==> src/rtl/qbus_pkg.sv <==
// Shared definitions for the Q-bus initiator: FSM states, default timing and
// the vp_128 floppy controller register map.
package qbus_pkg;

    typedef enum logic [2:0] {
        ST_IDLE,
        ST_ADDR,
        ST_SYNC,
        ST_DATA,
        ST_WAIT,
        ST_LATCH,
        ST_REL,
        ST_TAIL
    } qbus_state_t;

    localparam int QBUS_PHASE_DEF = 1;
    localparam int QBUS_TMO_DEF   = 64;
    localparam int QBUS_CNT_W     = 16;

    localparam logic [15:0] VP128_CSR    = 16'o177130;
    localparam logic [15:0] VP128_DATA   = 16'o177132;
    localparam int          VP128_CSR_TR = 7;

    // A state held for N cycles loads N-1 and leaves when the counter reads zero.
    function automatic logic [QBUS_CNT_W-1:0] cnt_load(input int cycles);
        return QBUS_CNT_W'(cycles - 1);
    endfunction

endpackage

==> src/rtl/qbus_sync.sv <==
// Two-flop synchronizer for an active-low asynchronous strobe; the output is
// active-high and reads deasserted out of reset.
module qbus_sync (
    input  logic clk_i,
    input  logic rst_i,
    input  logic d_n_i,
    output logic q_o
);
    logic meta_q;
    logic sync_q;

    always_ff @(posedge clk_i) begin
        if (rst_i) begin
            meta_q <= 1'b1;
            sync_q <= 1'b1;
        end else begin
            meta_q <= d_n_i;
            sync_q <= meta_q;
        end
    end

    assign q_o = ~sync_q;

endmodule

==> src/rtl/qbus_master.sv <==
// Q-bus initiator: runs one DATI or DATO cycle per accepted local request on the
// inverted multiplexed bus, with bounded waits on both edges of the slave's RPLY.
module qbus_master
    import qbus_pkg::*;
#(
    parameter int PHASE = QBUS_PHASE_DEF,
    parameter int TMO   = QBUS_TMO_DEF
) (
    input  logic        PIN_CLK,
    input  logic        PIN_INIT,
    input  logic        req,
    input  logic        we,
    input  logic [15:0] addr,
    input  logic [15:0] wdata,
    output logic        busy,
    output logic        ack,
    output logic        err,
    output logic [15:0] rdata,
    input  logic [15:0] PIN_nAD_in,
    output logic [15:0] PIN_nAD_out,
    output logic        PIN_nAD_oe,
    output logic        PIN_nSYNC,
    output logic        PIN_nDIN,
    output logic        PIN_nDOUT,
    input  logic        PIN_nRPLY
);
    localparam logic [QBUS_CNT_W-1:0] PH_LOAD  = cnt_load(PHASE);
    localparam logic [QBUS_CNT_W-1:0] TMO_LOAD = cnt_load(TMO);

    qbus_state_t           state_q;
    logic [QBUS_CNT_W-1:0] cnt_q;
    logic                  we_q;
    logic [15:0]           wdata_q;
    logic                  err_r_q;
    logic                  ack_q;
    logic                  err_q;
    logic [15:0]           rdata_q;
    logic                  oe_q;
    logic [15:0]           nad_q;
    logic                  nsync_q;
    logic                  ndin_q;
    logic                  ndout_q;
    logic                  rply_s;
    logic                  cnt_zero;
    logic [QBUS_CNT_W-1:0] cnt_dec;

    qbus_sync u_rply_sync (
        .clk_i (PIN_CLK),
        .rst_i (PIN_INIT),
        .d_n_i (PIN_nRPLY),
        .q_o   (rply_s)
    );

    assign cnt_zero = (cnt_q == '0);
    assign cnt_dec  = cnt_q - QBUS_CNT_W'(1);

    always_ff @(posedge PIN_CLK) begin
        if (PIN_INIT) begin
            state_q <= ST_IDLE;
            cnt_q   <= '0;
            we_q    <= 1'b0;
            wdata_q <= '0;
            err_r_q <= 1'b0;
            ack_q   <= 1'b0;
            err_q   <= 1'b0;
            rdata_q <= '0;
            oe_q    <= 1'b0;
            nad_q   <= 16'hFFFF;
            nsync_q <= 1'b1;
            ndin_q  <= 1'b1;
            ndout_q <= 1'b1;
        end else begin
            ack_q <= 1'b0;
            err_q <= 1'b0;
            case (state_q)
                ST_IDLE: begin
                    if (req) begin
                        // The inverted address register doubles as the address latch.
                        we_q    <= we;
                        wdata_q <= wdata;
                        err_r_q <= 1'b0;
                        rdata_q <= '0;
                        oe_q    <= 1'b1;
                        nad_q   <= ~addr;
                        cnt_q   <= PH_LOAD;
                        state_q <= ST_ADDR;
                    end
                end
                ST_ADDR: begin
                    if (cnt_zero) begin
                        nsync_q <= 1'b0;
                        cnt_q   <= PH_LOAD;
                        state_q <= ST_SYNC;
                    end else begin
                        cnt_q <= cnt_dec;
                    end
                end
                ST_SYNC: begin
                    if (cnt_zero) begin
                        if (we_q) begin
                            nad_q <= ~wdata_q;
                        end else begin
                            oe_q   <= 1'b0;
                            ndin_q <= 1'b0;
                        end
                        cnt_q   <= PH_LOAD;
                        state_q <= ST_DATA;
                    end else begin
                        cnt_q <= cnt_dec;
                    end
                end
                ST_DATA: begin
                    if (cnt_zero) begin
                        if (we_q) begin
                            ndout_q <= 1'b0;
                        end
                        cnt_q   <= TMO_LOAD;
                        state_q <= ST_WAIT;
                    end else begin
                        cnt_q <= cnt_dec;
                    end
                end
                ST_WAIT: begin
                    // A reply seen on the last allowed cycle still wins over the timeout.
                    if (rply_s) begin
                        cnt_q   <= PH_LOAD;
                        state_q <= ST_LATCH;
                    end else if (cnt_zero) begin
                        err_r_q <= 1'b1;
                        nsync_q <= 1'b1;
                        ndin_q  <= 1'b1;
                        ndout_q <= 1'b1;
                        cnt_q   <= TMO_LOAD;
                        state_q <= ST_REL;
                    end else begin
                        cnt_q <= cnt_dec;
                    end
                end
                ST_LATCH: begin
                    if (cnt_zero) begin
                        if (!we_q) begin
                            rdata_q <= ~PIN_nAD_in;
                        end
                        nsync_q <= 1'b1;
                        ndin_q  <= 1'b1;
                        ndout_q <= 1'b1;
                        cnt_q   <= TMO_LOAD;
                        state_q <= ST_REL;
                    end else begin
                        cnt_q <= cnt_dec;
                    end
                end
                ST_REL: begin
                    if (!rply_s) begin
                        cnt_q   <= PH_LOAD;
                        state_q <= ST_TAIL;
                    end else if (cnt_zero) begin
                        err_r_q <= 1'b1;
                        rdata_q <= '0;
                        cnt_q   <= PH_LOAD;
                        state_q <= ST_TAIL;
                    end else begin
                        cnt_q <= cnt_dec;
                    end
                end
                ST_TAIL: begin
                    if (cnt_zero) begin
                        oe_q    <= 1'b0;
                        nad_q   <= 16'hFFFF;
                        ack_q   <= 1'b1;
                        err_q   <= err_r_q;
                        state_q <= ST_IDLE;
                    end else begin
                        cnt_q <= cnt_dec;
                    end
                end
                default: begin
                    state_q <= ST_IDLE;
                end
            endcase
        end
    end

    assign busy        = (state_q != ST_IDLE);
    assign ack         = ack_q;
    assign err         = err_q;
    assign rdata       = rdata_q;
    assign PIN_nAD_out = nad_q;
    assign PIN_nAD_oe  = oe_q;
    assign PIN_nSYNC   = nsync_q;
    assign PIN_nDIN    = ndin_q;
    assign PIN_nDOUT   = ndout_q;

endmodule

==> config.mk <==
export PLATFORM = sky130hd
export DESIGN_NAME = qbus_master
export DESIGN_NICKNAME = d
export VERILOG_FILES = /design/src/rtl/qbus_pkg.sv /design/src/rtl/qbus_sync.sv /design/src/rtl/qbus_master.sv
export SDC_FILE = /design/constraint.sdc
export NUM_CORES = 1
export LEC_CHECK = 0
export CORE_MARGIN = 1
export CORE_UTILIZATION = 49
export DETAILED_ROUTE_END_ITERATION = 8
export PLACE_DENSITY = 0.86
export SYNTH_ARGS = -nofsm -noshare
export SYNTH_HDL_FRONTEND = slang
export SYNTH_SLANG_ARGS = --single-unit
==> constraint.sdc <==
create_clock -name PIN_CLK -period 3.1 [get_ports PIN_CLK]
set_input_delay 0.62 -clock PIN_CLK [delete_from_list [all_inputs] [get_ports PIN_CLK]]
set_output_delay 0.62 -clock PIN_CLK [all_outputs]
set_load 0.005 [all_outputs]
**After elaboration in Yosys (flattened, before gate mapping)**

Index checks and enable logic that the tools add are counted.
W data, S select, Z words.

- Bits in registers: 77
- Bits in latches: 0
- RAM bits: 0
- Bits in read-only memories: 0
- Bits of input ports: 53
- Output and inout bits: 39
- Logic and storage cells: 115
- Memories kept: 0

- Add/subtract/negate cells: 1
- $mul: 0
- Divide/modulo/power cells: 0
- Order comparisons: 0
- Equal/unequal tests: 22
- Shift operators: 0
- Muxes and demuxes: 49
- Bitwise gates (word level): 5
- Reduce and logical (&&, ||, !) cells: 23

Operators with widths:

| operator | number |
|---|---|
| $mux W16 | 14 |
| $pmux W16 S3 | 2 |
| $pmux W16 S6 | 1 |
| $not A16 Y16 | 3 |
| $mux W3 | 9 |
| $ne A2 B2 Y1 const B | 13 |
| $pmux W3 S8 | 1 |
| $reduce_bool A3 Y1 | 7 |
| $mux W1 | 17 |
| $logic_not A16 Y1 | 1 |
| $sub A16 B1 Y16 const B | 1 |
| $pmux W1 S3 | 5 |
| $eq A3 B3 Y1 const B | 4 |
| $reduce_and A4 Y1 | 3 |
| $reduce_and A6 Y1 | 2 |
| $reduce_and A5 Y1 | 2 |
| $eq A3 B2 Y1 const B | 2 |
| $reduce_or A2 Y1 | 3 |
| $reduce_and A2 Y1 | 2 |
| $eq A3 B1 Y1 const B | 1 |
| $logic_not A3 Y1 | 1 |
| $ne A3 B2 Y1 const B | 1 |
| $reduce_and A3 Y1 | 1 |
| $reduce_or A3 Y1 | 1 |
| 2 further kinds | 3 |

**Longest topological paths before layout**

Gate-level depths: netlist of the first run.

- Depth after elaboration: 4
- Depth in mapped cells: 10
- Gate-level depth less buffers: 7

**Modules after synthesis**

A second synthesis of the first run with hierarchy kept.

- Cells, all modules: 369
- Area total of the unflattened synthesis: 3,372.0 sq um

Modules (own cells, without submodules):

| module | instances | cells an instance | area each (sq um) | sequential area each (sq um) |
|---|---|---|---|---|
| qbus_master | 1 | 364 | 3,315.7 | 1,501.4 |
| qbus_sync | 1 | 5 | 56.3 | 40.0 |

**Worst setup path after synthesis of the first run**

OpenSTA, ideal clock, no wires.

- Path type: register to register
- Start: register cnt_q[0]
- End: register cnt_q[14]
- Setup time: 0.133 ns
- Arrival: 2.299 ns
- Data required time: 2.967 ns
- Path slack: 0.668 ns
- Stages on the path, launching flop included: 11
- Path buffers: 3
- Clock period less this slack: 2.432 ns
- Path through: dfxtp_1 inv_1 ha_1 or4b_1 buf_2 or4_4 buf_6 buf_6 o2111ai_1 xor2_1 nor3_1

- Word-level cells in the longest chain between the ends: 4
- Elaborated cells between the ends (all ways): 10
- Those cells by class: add/sub: 1; eq/ne: 1; mux: 6; reduce/logical: 2

RTL lines:

| what | line | source |
|---|---|---|
| start: declaration | qbus_master.sv:31 | `logic [QBUS_CNT_W-1:0] cnt_q;` |
| start signal: assignment | qbus_master.sv:95 | `cnt_q <= cnt_dec;` |
| start signal: assignment | qbus_master.sv:109 | `cnt_q <= cnt_dec;` |
| start signal: assignment | qbus_master.sv:120 | `cnt_q <= cnt_dec;` |
| $sub A16 B1 Y16 / $logic_not A16 Y1 (equally long branches) | qbus_master.sv:55, qbus_master.sv:54 |  |
| $mux W16, on equally long branches | - |  |
| $mux W16, on equally long branches | qbus_master.sv:154, qbus_master.sv:125 |  |
| $pmux W16 S6 | qbus_master.sv:75 | `case (state_q)` |

Several ways; a longest one is shown, not always the timed one. The select of a mux whose other input is x is not followed.
A chain may end at the register's enable or synchronous reset.

**Final worst setup path of the first run**

- Start: register cnt_q[0]
- End: register nad_q[5], in the netlist PIN_nAD_out[5]

- Word-level cells in the longest chain between the ends: 3
- Elaborated cells between the ends (all ways): 4
- Those cells by class: eq/ne: 2; reduce/logical: 2

RTL lines:

| what | line | source |
|---|---|---|
| $logic_not A16 Y1 * | qbus_master.sv:54 | `assign cnt_zero = (cnt_q == '0);` |
| $ne A2 B2 Y1 (no line) | - |  |
| $reduce_and A5 Y1 (no line) * | - |  |
| end signal: assignment | qbus_master.sv:84 | `nad_q <= ~addr;` |
| end signal: assignment | qbus_master.sv:101 | `nad_q <= ~wdata_q;` |
| end: declaration | qbus_master.sv:39 | `logic [15:0] nad_q;` |

Every way passes the cells marked *; elsewhere a longest branch is shown, timed or not.

==> metrics.md, run 1 <==
| Metric | Value |
|---|---|
| VDD IR-drop max | 0.000375 V |
| Crit-path cells | inv_1 > ha_1 > or4b_1 > nor4_2 > buf_4 > a31oi_2 > buf_4 > a221oi_1 > a211o_1 |
| Fin Setup TNS | 0 ns |
| Area of the mapped netlist | 0.00356 sq mm |
| Pint | 2.22 mW |
| CP endpoint kind | register |
| Routed via count | 3424 |
| Sw Ratio | 39.7% |
| Setup bufs post-CTS | 0 |
| Root Buffer Master | clkbuf_8 |
| CP max stage cell | or4b_1 |
| Std cell rows | 30 |
| Detail Placement HPWL | 6380 um |
| Yosys reg bits | 77 |
| Resize count post-CTS | 0 |
| Synth warn | 0 |
| Clock power frac | 18.4% |
| RSZ-0062 raised after global routing | no |
| Wire length of the first global-routing pass | 15300 um |
| Final hold vios | 0 |
| Cts hold-fix bufs | 0 |
| Grt total ovfl | 0 |
| WS Path Type | register to register |
| Post-route ant nets | 0 |
| Status | complete, no violations |
| Share of the synthesized area in the top cell type | 43.3% |
| Min Tclk post-route | 2.71 ns |
| Critical Path AT | 2.99 ns |
| Chip Width | 87.2 um |
| Pwr Density | 787 mW/mm^2 |
| Fin. max-slew vios | 0 |
| Drt pass-1 iters | 6 |
| Total clock sinks | 77 |
| Ranking of synthesized cells by area | dfxtp_1, a21oi_1, nand2_1, o31ai_1, nor3_1 |
| Port bufs | 91 |
| Global placement routability congestion | 0.817 |
| Worst Path Max Fanout | 32 |
| Synth Instances | 419 |
| Htree depth | 3 |
| Main synth FF type | dfxtp_1 |
| CTS tree | yes |
| Logic pwr share | 44.3% |
| IO Pins | 92 |
| Relative slew slack | 53.0% |
| Fin nets | 547 |
| Async SR Flop Fraction | 0% |
| CP Buf/Inv Count | 3 |
| CP top delay family | simple AND/OR/NAND/NOR gates |
| Pin count of the biggest net entering global routing | 56 |
| Chip height | 87.2 um |
| Seq pwr share | 37.3% |
| Max incr delay on CP | 0.59 ns |
| Syn Area/Cell | 8.50 sq um |
| # Max-Cap Violations | 0 |
| Wirelength per Cell | 15.1 um |
| Share of cells above drive strength 1 | 8.65% |
| Final Util | 67.8% |
| CP Launch Type | register |
| Synth Net Count | 473 |
| Worst Hold Class | register to register |
| Num CTS Buffers | 9 |
| Final Hold Slack | 0.417 ns |
| Routed WL | 8970 um |
| Final clock skew | 0.0113 ns |
| Vias in the first global route | 3258 |
| Post-route DRC | 0 |
| Antenna violations before repair | 0 |
| Core area | 0.00691 sq mm |
| EDFF count, synth | 0 |
| Lkg Pwr | 1.69 nW |
| CP required | 3.39 ns |
| Area leader, netlist | dfxtp_1 |
| Peak Freq | 0.370 GHz |
| Fin crit share | 87.3% |
| Setup violators final | 0 |
| Clock buffer depth | 2 |
| # diodes | 0 |
| Initial core utilization | 51.5% |
| Initial drt markers | 387 |
| Yosys cell types | 55 |
| Crit path top cell by count | buf_4 |
| Layout area overhead | 31.5% |
| DIE AREA | 0.00761 sq mm |
| Net load switching power | 1.46 mW |
| Seq/Total Area, Yosys | 43.3% |
| Worst slew pin tran | 0.705 ns |
| Gr usage total | 25.5% |
| Clk slew on worst S/H paths | 0.08 ns |
| Skew-Pair Late Insertion Delay | 0.35 ns |
| Via density | 5.77 |
==> Yosys cell counts (all sizes together), types with 4 or more instances <==
cell and n:
a22o 7, nor3 29, a21oi 40, and2 4, a221oi 5, dfxtp 77, a211o 6, or3 5
xor2 5, buf 9, mux2i 11, nand2 49, nand2b 4, inv 9, o21ai 16, o31ai 19
a211oi 5, o211ai 4, o2111ai 5, nor2 24, or4 6, clkbuf 26, nand3 18
==> registers in the layout (all words and copies together), names as in the netlist, 3 cells and up <==
name and flops:
state_q 3, wdata_q 16, PIN_nAD_out 16, rdata 16, cnt_q 16
==> worst reg2reg max path, stage by stage (launching register included) <==
cell	delay (ns)
dfxtp_1	0.34
inv_1	0.06
ha_1	0.17
or4b_1	0.59
nor4_2	0.42
buf_4	0.26
a31oi_2	0.10
buf_4	0.27
a221oi_1	0.29
a211o_1	0.15
==> stage by stage <==
stage / worst slack (ns) / power, mW / area (sq um) / std cells
after detailed placement: 0.425 / 3.00 / 4510 / 578
after global routing: 0.223 / 3.94 / 4680 / 593
after CTS: 0.409 / 3.68 / 4680 / 593
final: 0.395 / 3.68 / 4680 / 593
after floorplan: 0.668 / 2.53 / 3560 / 419
after global placement: 0.503 / 2.94 / 4510 / 578
==> power by group through the flow <==
stage | combinational (mW) | clock (mW) | sequential (mW)
after floorplan | 1.21 | 0 | 1.32
after global placement | 1.57 | 0 | 1.38
after CTS | 1.63 | 0.687 | 1.37
after detailed placement | 1.61 | 0 | 1.39
final | 1.63 | 0.677 | 1.37
after global routing | 1.80 | 0.734 | 1.40
==> path summary, 6_finish.rpt <==
path | start | endpoint | slack [ns] | depth (start not counted)
worst min-delay path | u_rply_sync.meta_q | u_rply_sync.sync_q | 0.42 | 1
worst max-delay path | cnt_q[0] | PIN_nAD_out[5] | 0.39 | 9
worst min register to register | u_rply_sync.meta_q | u_rply_sync.sync_q | 0.42 | 1
worst max register to register | cnt_q[0] | PIN_nAD_out[5] | 0.39 | 9
==> cells in the final DEF, fill, tap and decap left out, drive strengths merged, types with 5 or more instances in the layout <==
master         count
or3                5
dfxtp             77
inv               10
nor2              24
a211o              6
clkdlybuf4s50     90
nand2             49
a221oi             5
o2111ai            5
buf                8
nor3              29
clkbuf            10
a21oi             40
nand3             18
a22o               7
a211oi             5
o31ai             19
o21ai             16
xor2               5
or4                6
mux2i             11
==> metal layers <==
metal	vias up	part of all wire, %	global-route usage (%)
met5	-	0	0
met4	0	1.1	8.05
met3	10	5.0	5.59
met2	115	50	43.2
met1	1629	44	32.4
li1	1670	-	-
==> logic make-up after synthesis <==
| logic type | synth area share [%] |
|---|---|
| AOI/OAI and AO/OA | 24.1 |
| adders and majority gates | 0.351 |
| xor gates and xnor gates | 1.72 |
| DFF | 43.3 |
| muxes | 3.09 |
| and+or+nand+nor | 22.3 |
| buffers and inverters | 5.13 |
==> final cells by class <==
type	count	area [sq um]
fillers	584	2230
repair buffers	98	958
clock inverters	5	36.3
clock buffers	10	138
multi-input cells	298	1850
well taps	96	120
inverters	9	33.8
flip-flops and latches	77	1540
No activity file was read; power rests on OpenSTA's default activity.
==> run 2, diff against run 1 <==
--- a/config.mk
+++ b/config.mk
@@ -9,6 +9,7 @@
 export CORE_UTILIZATION = 49
 export DETAILED_ROUTE_END_ITERATION = 8
 export PLACE_DENSITY = 0.86
+export SETUP_SLACK_MARGIN = 0.1
 export SYNTH_ARGS = -nofsm -noshare
 export SYNTH_HDL_FRONTEND = slang
 export SYNTH_SLANG_ARGS = --single-unit
==> results of run 2 <==
Final layout, timing and power as in run 1 (identical DEF).
